===== config.mk =====
export PLATFORM = sky130hd
export DESIGN_NAME = pc_sequencer_flat
export DESIGN_NICKNAME = d
export VERILOG_FILES = /design/src/rtl/pc_sequencer_if.sv /design/src/rtl/pc_sequencer.sv /design/src/flat_wrapper.sv
export SDC_FILE = /design/constraint.sdc
export NUM_CORES = 1
export LEC_CHECK = 0
export BUFFER_PORTS_ARGS = -buffer_cell sky130_fd_sc_hd__buf_2
export CAP_MARGIN = 20
export CORE_AREA = 2 2 104 106
export DETAILED_ROUTE_END_ITERATION = 12
export DIE_AREA = 0 0 106 108
export GPL_TIMING_DRIVEN = 0
export PLACE_DENSITY_LB_ADDON = 0.1
export SYNTH_ARGS = -nofsm -noshare
export SYNTH_HDL_FRONTEND = slang
export SYNTH_SLANG_ARGS = --single-unit

===== constraint.sdc =====
create_clock -name clk -period 2.4 [get_ports clk]
set_clock_uncertainty 0.05 [all_clocks]
set_input_delay 0.48 -clock clk [delete_from_list [all_inputs] [get_ports clk]]
set_output_delay 0.48 -clock clk [all_outputs]
set_load 0.05 [all_outputs]

===== src/rtl/pc_sequencer_if.sv =====
// Run-control and fetch bus between the pc_sequencer and its controller / CPU.
// master drives the run-control inputs and the CPU's next address; slave is the sequencer.
interface pc_sequencer_if #(
   parameter int ADDR_W = 32,
   parameter int CNT_W  = 16
);
   logic              start;
   logic              stall;
   logic [CNT_W-1:0]  max_instr;
   logic [ADDR_W-1:0] addr_next;
   logic [ADDR_W-1:0] pc;
   logic              instr_valid;
   logic              busy;
   logic              done;
   logic              err_misalign;
   logic [CNT_W-1:0]  instr_count;

   modport master (
      output start, stall, max_instr, addr_next,
      input  pc, instr_valid, busy, done, err_misalign, instr_count
   );

   modport slave (
      input  start, stall, max_instr, addr_next,
      output pc, instr_valid, busy, done, err_misalign, instr_count
   );
endinterface


===== src/rtl/pc_sequencer.sv =====
// Program-counter / fetch sequencer feeding a single-cycle CPU, with start, stall,
// retired-instruction counting and halting on limit, end of IM or misaligned target.
//
// state  | meaning
// S_IDLE | out of reset, waiting for start
// S_RUN  | fetching; retires one instruction per unstalled cycle
// S_DONE | normal halt (limit reached or pc ran off the end of IM)
// S_ERR  | halted on a misaligned next address; pc holds the faulting instruction
module pc_sequencer #(
   parameter int          ADDR_W   = 32,
   parameter int unsigned RESET_PC = 0,
   parameter int unsigned IM_BYTES = 128,
   parameter int          CNT_W    = 16
) (
   input  logic              clk,
   input  logic              rst_n,
   pc_sequencer_if.slave     bus
);

   localparam logic [ADDR_W-1:0] L_RESET_PC = ADDR_W'(RESET_PC);
   localparam logic [ADDR_W-1:0] L_IM_END   = ADDR_W'(IM_BYTES);

   typedef enum logic [1:0] {
      S_IDLE = 2'd0,
      S_RUN  = 2'd1,
      S_DONE = 2'd2,
      S_ERR  = 2'd3
   } state_t;

   state_t            r_state;
   logic [ADDR_W-1:0] r_pc;
   logic [CNT_W-1:0]  r_cnt;
   logic [CNT_W-1:0]  r_limit;
   logic              r_busy;
   logic              r_done;
   logic              r_err;

   logic              w_retire;
   logic [CNT_W:0]    w_cnt_plus1;
   logic [CNT_W-1:0]  w_cnt_sat;
   logic              w_misalign;
   logic              w_im_end;
   logic              w_limit_hit;

   assign w_retire    = r_busy & ~bus.stall;
   // limit compare uses the unsaturated sum so a saturated counter never re-matches
   assign w_cnt_plus1 = {1'b0, r_cnt} + (CNT_W+1)'(1);
   assign w_cnt_sat   = (&r_cnt) ? r_cnt : w_cnt_plus1[CNT_W-1:0];
   assign w_misalign  = |bus.addr_next[1:0];
   assign w_im_end    = (bus.addr_next >= L_IM_END);
   assign w_limit_hit = (|r_limit) && (w_cnt_plus1 == {1'b0, r_limit});

   always_ff @(posedge clk or negedge rst_n) begin
      if (!rst_n) begin
         r_state <= S_IDLE;
         r_pc    <= L_RESET_PC;
         r_cnt   <= '0;
         r_limit <= '0;
         r_busy  <= 1'b0;
         r_done  <= 1'b0;
         r_err   <= 1'b0;
      end else begin
         case (r_state)
            S_RUN: begin
               if (w_retire) begin
                  r_cnt <= w_cnt_sat;
                  if (w_misalign) begin
                     r_state <= S_ERR;
                     r_busy  <= 1'b0;
                     r_err   <= 1'b1;
                  end else begin
                     r_pc <= bus.addr_next;
                     if (w_im_end || w_limit_hit) begin
                        r_state <= S_DONE;
                        r_busy  <= 1'b0;
                        r_done  <= 1'b1;
                     end
                  end
               end
            end
            S_IDLE, S_DONE, S_ERR: begin
               if (bus.start) begin
                  r_state <= S_RUN;
                  r_pc    <= L_RESET_PC;
                  r_cnt   <= '0;
                  r_limit <= bus.max_instr;
                  r_busy  <= 1'b1;
                  r_done  <= 1'b0;
                  r_err   <= 1'b0;
               end
            end
            default: begin
               r_state <= S_IDLE;
               r_busy  <= 1'b0;
               r_done  <= 1'b0;
               r_err   <= 1'b0;
            end
         endcase
      end
   end

   assign bus.pc           = r_pc;
   assign bus.instr_valid  = w_retire;
   assign bus.busy         = r_busy;
   assign bus.done         = r_done;
   assign bus.err_misalign = r_err;
   assign bus.instr_count  = r_cnt;

endmodule


===== src/flat_wrapper.sv =====
// flat-port wrapper written by rule: the top's interface ports become plain ports
module pc_sequencer_flat 
#(
   parameter int          ADDR_W   = 32,
   parameter int unsigned RESET_PC = 0,
   parameter int unsigned IM_BYTES = 128,
   parameter int          CNT_W    = 16
)
  (clk, rst_n, bus_start, bus_stall, bus_max_instr, bus_addr_next, bus_pc, bus_instr_valid, bus_busy, bus_done, bus_err_misalign, bus_instr_count);
  pc_sequencer_if #(.ADDR_W(ADDR_W), .CNT_W(CNT_W)) bus_i ();
  input  logic clk;
  input  logic rst_n;
  input wire logic [$bits(bus_i.start)-1:0] bus_start;
  input wire logic [$bits(bus_i.stall)-1:0] bus_stall;
  input wire logic [$bits(bus_i.max_instr)-1:0] bus_max_instr;
  input wire logic [$bits(bus_i.addr_next)-1:0] bus_addr_next;
  output wire logic [$bits(bus_i.pc)-1:0] bus_pc;
  output wire logic [$bits(bus_i.instr_valid)-1:0] bus_instr_valid;
  output wire logic [$bits(bus_i.busy)-1:0] bus_busy;
  output wire logic [$bits(bus_i.done)-1:0] bus_done;
  output wire logic [$bits(bus_i.err_misalign)-1:0] bus_err_misalign;
  output wire logic [$bits(bus_i.instr_count)-1:0] bus_instr_count;
  assign bus_i.start = bus_start;
  assign bus_i.stall = bus_stall;
  assign bus_i.max_instr = bus_max_instr;
  assign bus_i.addr_next = bus_addr_next;
  assign bus_pc = bus_i.pc;
  assign bus_instr_valid = bus_i.instr_valid;
  assign bus_busy = bus_i.busy;
  assign bus_done = bus_i.done;
  assign bus_err_misalign = bus_i.err_misalign;
  assign bus_instr_count = bus_i.instr_count;
  pc_sequencer #(.ADDR_W(ADDR_W), .RESET_PC(RESET_PC), .IM_BYTES(IM_BYTES), .CNT_W(CNT_W)) u_core (.clk(clk), .rst_n(rst_n), .bus(bus_i));
endmodule

==> key figures <==
Clocking
  – Worst skew pair latency: 0.35 ns
  – Clock root cell: clkbuf_8
  – Worst-path clk slew: 0.08 ns
  – CTS tree: yes
  – Total clock sinks: 69
  – CTS buffer count: 9
  – CTS Buffer Depth: 2
  – H-tree depth: 3

Floorplan
  – Ports: 104
  – Initial Util: 0.348
  – Die width: 106 µm
  – Core area: 0.0102 mm²
  – Vert. Die Dim: 108 µm
  – Full die area: 0.0114 mm²
  – Rows: 37

Routing
  – WL per Instance: 16.1 µm
  – DRT iter0 DRCs: 233
  – Via-to-Cell Ratio: 5.07
  – Detailed-route wire length: 10.1 mm
  – DRT antenna net count: 0
  – DRT Pass-1 Iters: 5
  – Residual DRC count: 0
  – Via Count: 3185

Setup path
  – Required time of the worst setup path: 2.57 ns
  – CP Max Fanout: 8
  – CP Launch Type: flip-flop
  – Slowest stage delay, CP: 0.44 ns
  – WP data arrival: 2.47 ns
  – Crit path buf inv count: 0
  – Slowest cell on crit path: dfrtp_2
  – CP Cell Sequence: ha_2 -> nand4_1 -> or4_1 -> a22oi_1 -> nand4_2 -> nor4_2 -> nor3_1
  – Critical path's top delay family: simple AND/OR/NAND/NOR gates
  – Crit Path Class: flip-flop to flip-flop
  – Worst Setup End Kind: flip-flop

Finish
  – Layout Nets: 541
  – Storage cell area: 0.00173 mm²
  – N_diodes: 0
  – Filler instances: 1043
  – Area growth syn-to-layout: 27.0%
  – Layout cell share with drive strength beyond 1: 0.329
  – Area occupied by multi-input gates: 0.00170 mm²

Yosys
  – Post-synthesis average cell area: 9.57 µm²
  – Post-synthesis sequential area ratio: 0.485
  – Syn nets: 425
  – Area share of the largest cell type after synthesis: 0.485
  – Cell Area, Synth: 0.00356 mm²
  – Leading area contributor after synthesis: dfrtp_1
  – YS warnings: 0
  – Dominant synthesized flop cell: dfrtp_1
  – Synth unique cells: 44
  – EDFF count, synth: 0
  – FFs w/ async S/R, synth: 1.00
  – Largest cells by area after synthesis: dfrtp_1, nand2_1, mux2_2
  – FF+latch count, synth: 69
  – Gate Count Post-Synth: 372

Status
  – Status: finished clean

Timing
  – Fmax: 436 MHz
  – Final-report setup violation count: 0
  – Slew headroom: 0.615
  – Final period utilization: 0.956
  – Setup TNS: 0 ns
  – RSZ-0062 raised after global routing: yes
  – Worst Max-Slew Pin Slew: 0.577 ns
  – Final Hold Fails: 0
  – Final slew viol count: 0
  – Crit path time final: 2.30 ns

Pwr
  – Post-layout power: 5.16 mW
  – Worst vdd ir: 0.616 mV
  – Flop pwr share: 0.355
  – Leakage: 2.28 nW
  – Int Power: 2.83 mW
  – Sw power: 2.33 mW
  – Clock group share of total power: 0.204
  – Pwr dens: 1140 mW/mm²
  – Power share of the combinational group: 0.441
  – Sw frac: 0.452

Global routing
  – GR Overflow Total: 0
  – Vias in the first global route: 3044
  – First-pass GRT wire length: 16.2 mm
  – Global-route usage over all layers: 0.182
  – Largest net degree at the start of global routing: 42
  – Initial antenna violation count: 0

Job
  – Max cap viols: 0

Hold path
  – Hold Crit Class: input port to flip-flop

Placed design
  – Count of input and output buffers: 103
  – Detailed placement HPWL: 7.51 mm
  – GPL Wtd Cong: 0.879
## power by group through the flow
stage | clock network (mW) | registers (mW) | logic [mW]
floorplan | 0 | 2.52 | 0.980
global placement | 0 | 1.84 | 2.25
detailed placement | 0 | 1.86 | 2.27
CTS | 1.08 | 1.83 | 2.29
global route | 1.13 | 1.89 | 2.45
finish | 1.05 | 1.83 | 2.27
## worst register-to-register path, cell delays in order, from the launching register on
cell	delay (ns)
dfrtp_2	0.44
ha_2	0.28
nand4_1	0.19
or4_1	0.43
a22oi_1	0.20
nand4_2	0.18
nor4_2	0.32
nor3_1	0.09
## worst paths after layout
check	startpoint	endpoint	slack, ns	depth (start not counted)
worst max-delay path	u_core.bus.instr_count[0]	u_core.bus.busy	0.10	7
worst min-delay path	bus_addr_next[2]	u_core.bus.pc[2]	0.26	3
worst max register to register	u_core.bus.instr_count[0]	u_core.bus.busy	0.10	7
worst min register to register	u_core.bus.err_misalign	u_core.bus.err_misalign	0.45	1
max in group asynchronous	rst_n	u_core.bus.pc[9]	1.20	3
min in group asynchronous	rst_n	u_core.bus.instr_count[7]	0.54	2
## final cells by class
class / instances / share of cell area
Multi-Input combinational cell: 273 / 0.377
Tap cell: 136 / 0.0376
Inverter: 4 / 0.00332
Sequential cell: 69 / 0.382
Buffer: 26 / 0.0321
Timing Repair Buffer: 105 / 0.121
Clock buffer: 9 / 0.0274
Clock inverter: 6 / 0.0191
## through the flow
step                worst slack, ns   util  cells  hold WS, ns  cell area [µm²]
finish                        0.105  0.442    628        0.264             4520
global route                -0.0158  0.442    628        0.275             4520
CTS                          0.0135  0.440    628        0.259             4500
detailed placement           -0.116  0.418    612        0.382             4270
global placement             -0.153  0.416    611        0.426             4250
floorplan                   0.00868      -    372        0.134             3570
## cell families after synthesis
kind of cell | count (synthesis) | synth area share
AND/OR/NAND/NOR | 182 | 0.261
flip-flops | 69 | 0.485
AO/OA/AOI/OAI | 53 | 0.104
buffers and inverters | 30 | 0.0439
XOR/XNOR | 21 | 0.0516
multiplexers | 16 | 0.0506
adder cells (fa/ha/maj) | 1 | 0.00351
## cell usage in the layout, fill, tap and decap left out, drive strengths merged, types with 3 or more instances in the layout
| cell | instances |
|---|---|
| nor4 | 14 |
| nand3 | 35 |
| nor2b | 5 |
| nand4 | 13 |
| a31oi | 3 |
| nand2b | 5 |
| o21ai | 22 |
| a21oi | 3 |
| dfrtp | 69 |
| xor2 | 10 |
| and3 | 4 |
| nor2 | 18 |
| nand2 | 70 |
| and4 | 4 |
| o41ai | 4 |
| buf | 117 |
| o31ai | 8 |
| clkbuf | 22 |
| inv | 5 |
| xnor2 | 11 |
| mux2 | 16 |
| nor3 | 5 |
## flip-flops by register name, indices dropped and copies added, names as in the netlist
register / cells
u_core.r_limit: 16
u_core.r_state: 2
u_core.bus.err_misalign: 1
u_core.bus.pc: 32
u_core.bus.done: 1
u_core.bus.instr_count: 16
u_core.bus.busy: 1
## metal layers
layer	vias to the layer above	share of wire	track usage
met2	90	0.45	0.271
met4	0	0.014	0.0611
met3	10	0.057	0.0344
li1	1559	-	-
met1	1526	0.47	0.266
met5	-	0	0
## what timing repair did
item | 4_1_cts | 5_1_grt
cloned | 0 | 0
hold buffers | 1 | 0
endpoints found under the setup margin | 18 | 50
setup buffers | 0 | 0
hold endpoints to repair | 4 | 0
resized for setup | 4 | 5
## synthesized netlist by cell type, types with 2 or more instances
cell and instances:
a211o_1 2, a211oi_1 2, a21o_1 2, a21oi_1 3, a31oi_1 3, and2_1 2, and3_1 4, and4_1 4
buf_1 3, buf_2 5, buf_6 5, clkbuf_1 13, dfrtp_1 69, inv_1 4, mux2_2 16, nand2_1 70
nand2b_1 5, nand3_1 35, nand3b_1 2, nand4_1 10, nand4_2 3, nor2_1 18, nor2b_1 5, nor3_1 5
nor4_1 13, o21ai_0 22, o31ai_1 8, o41ai_1 4, xnor2_1 11, xor2_1 10
(Power assumes the default switching activity.)
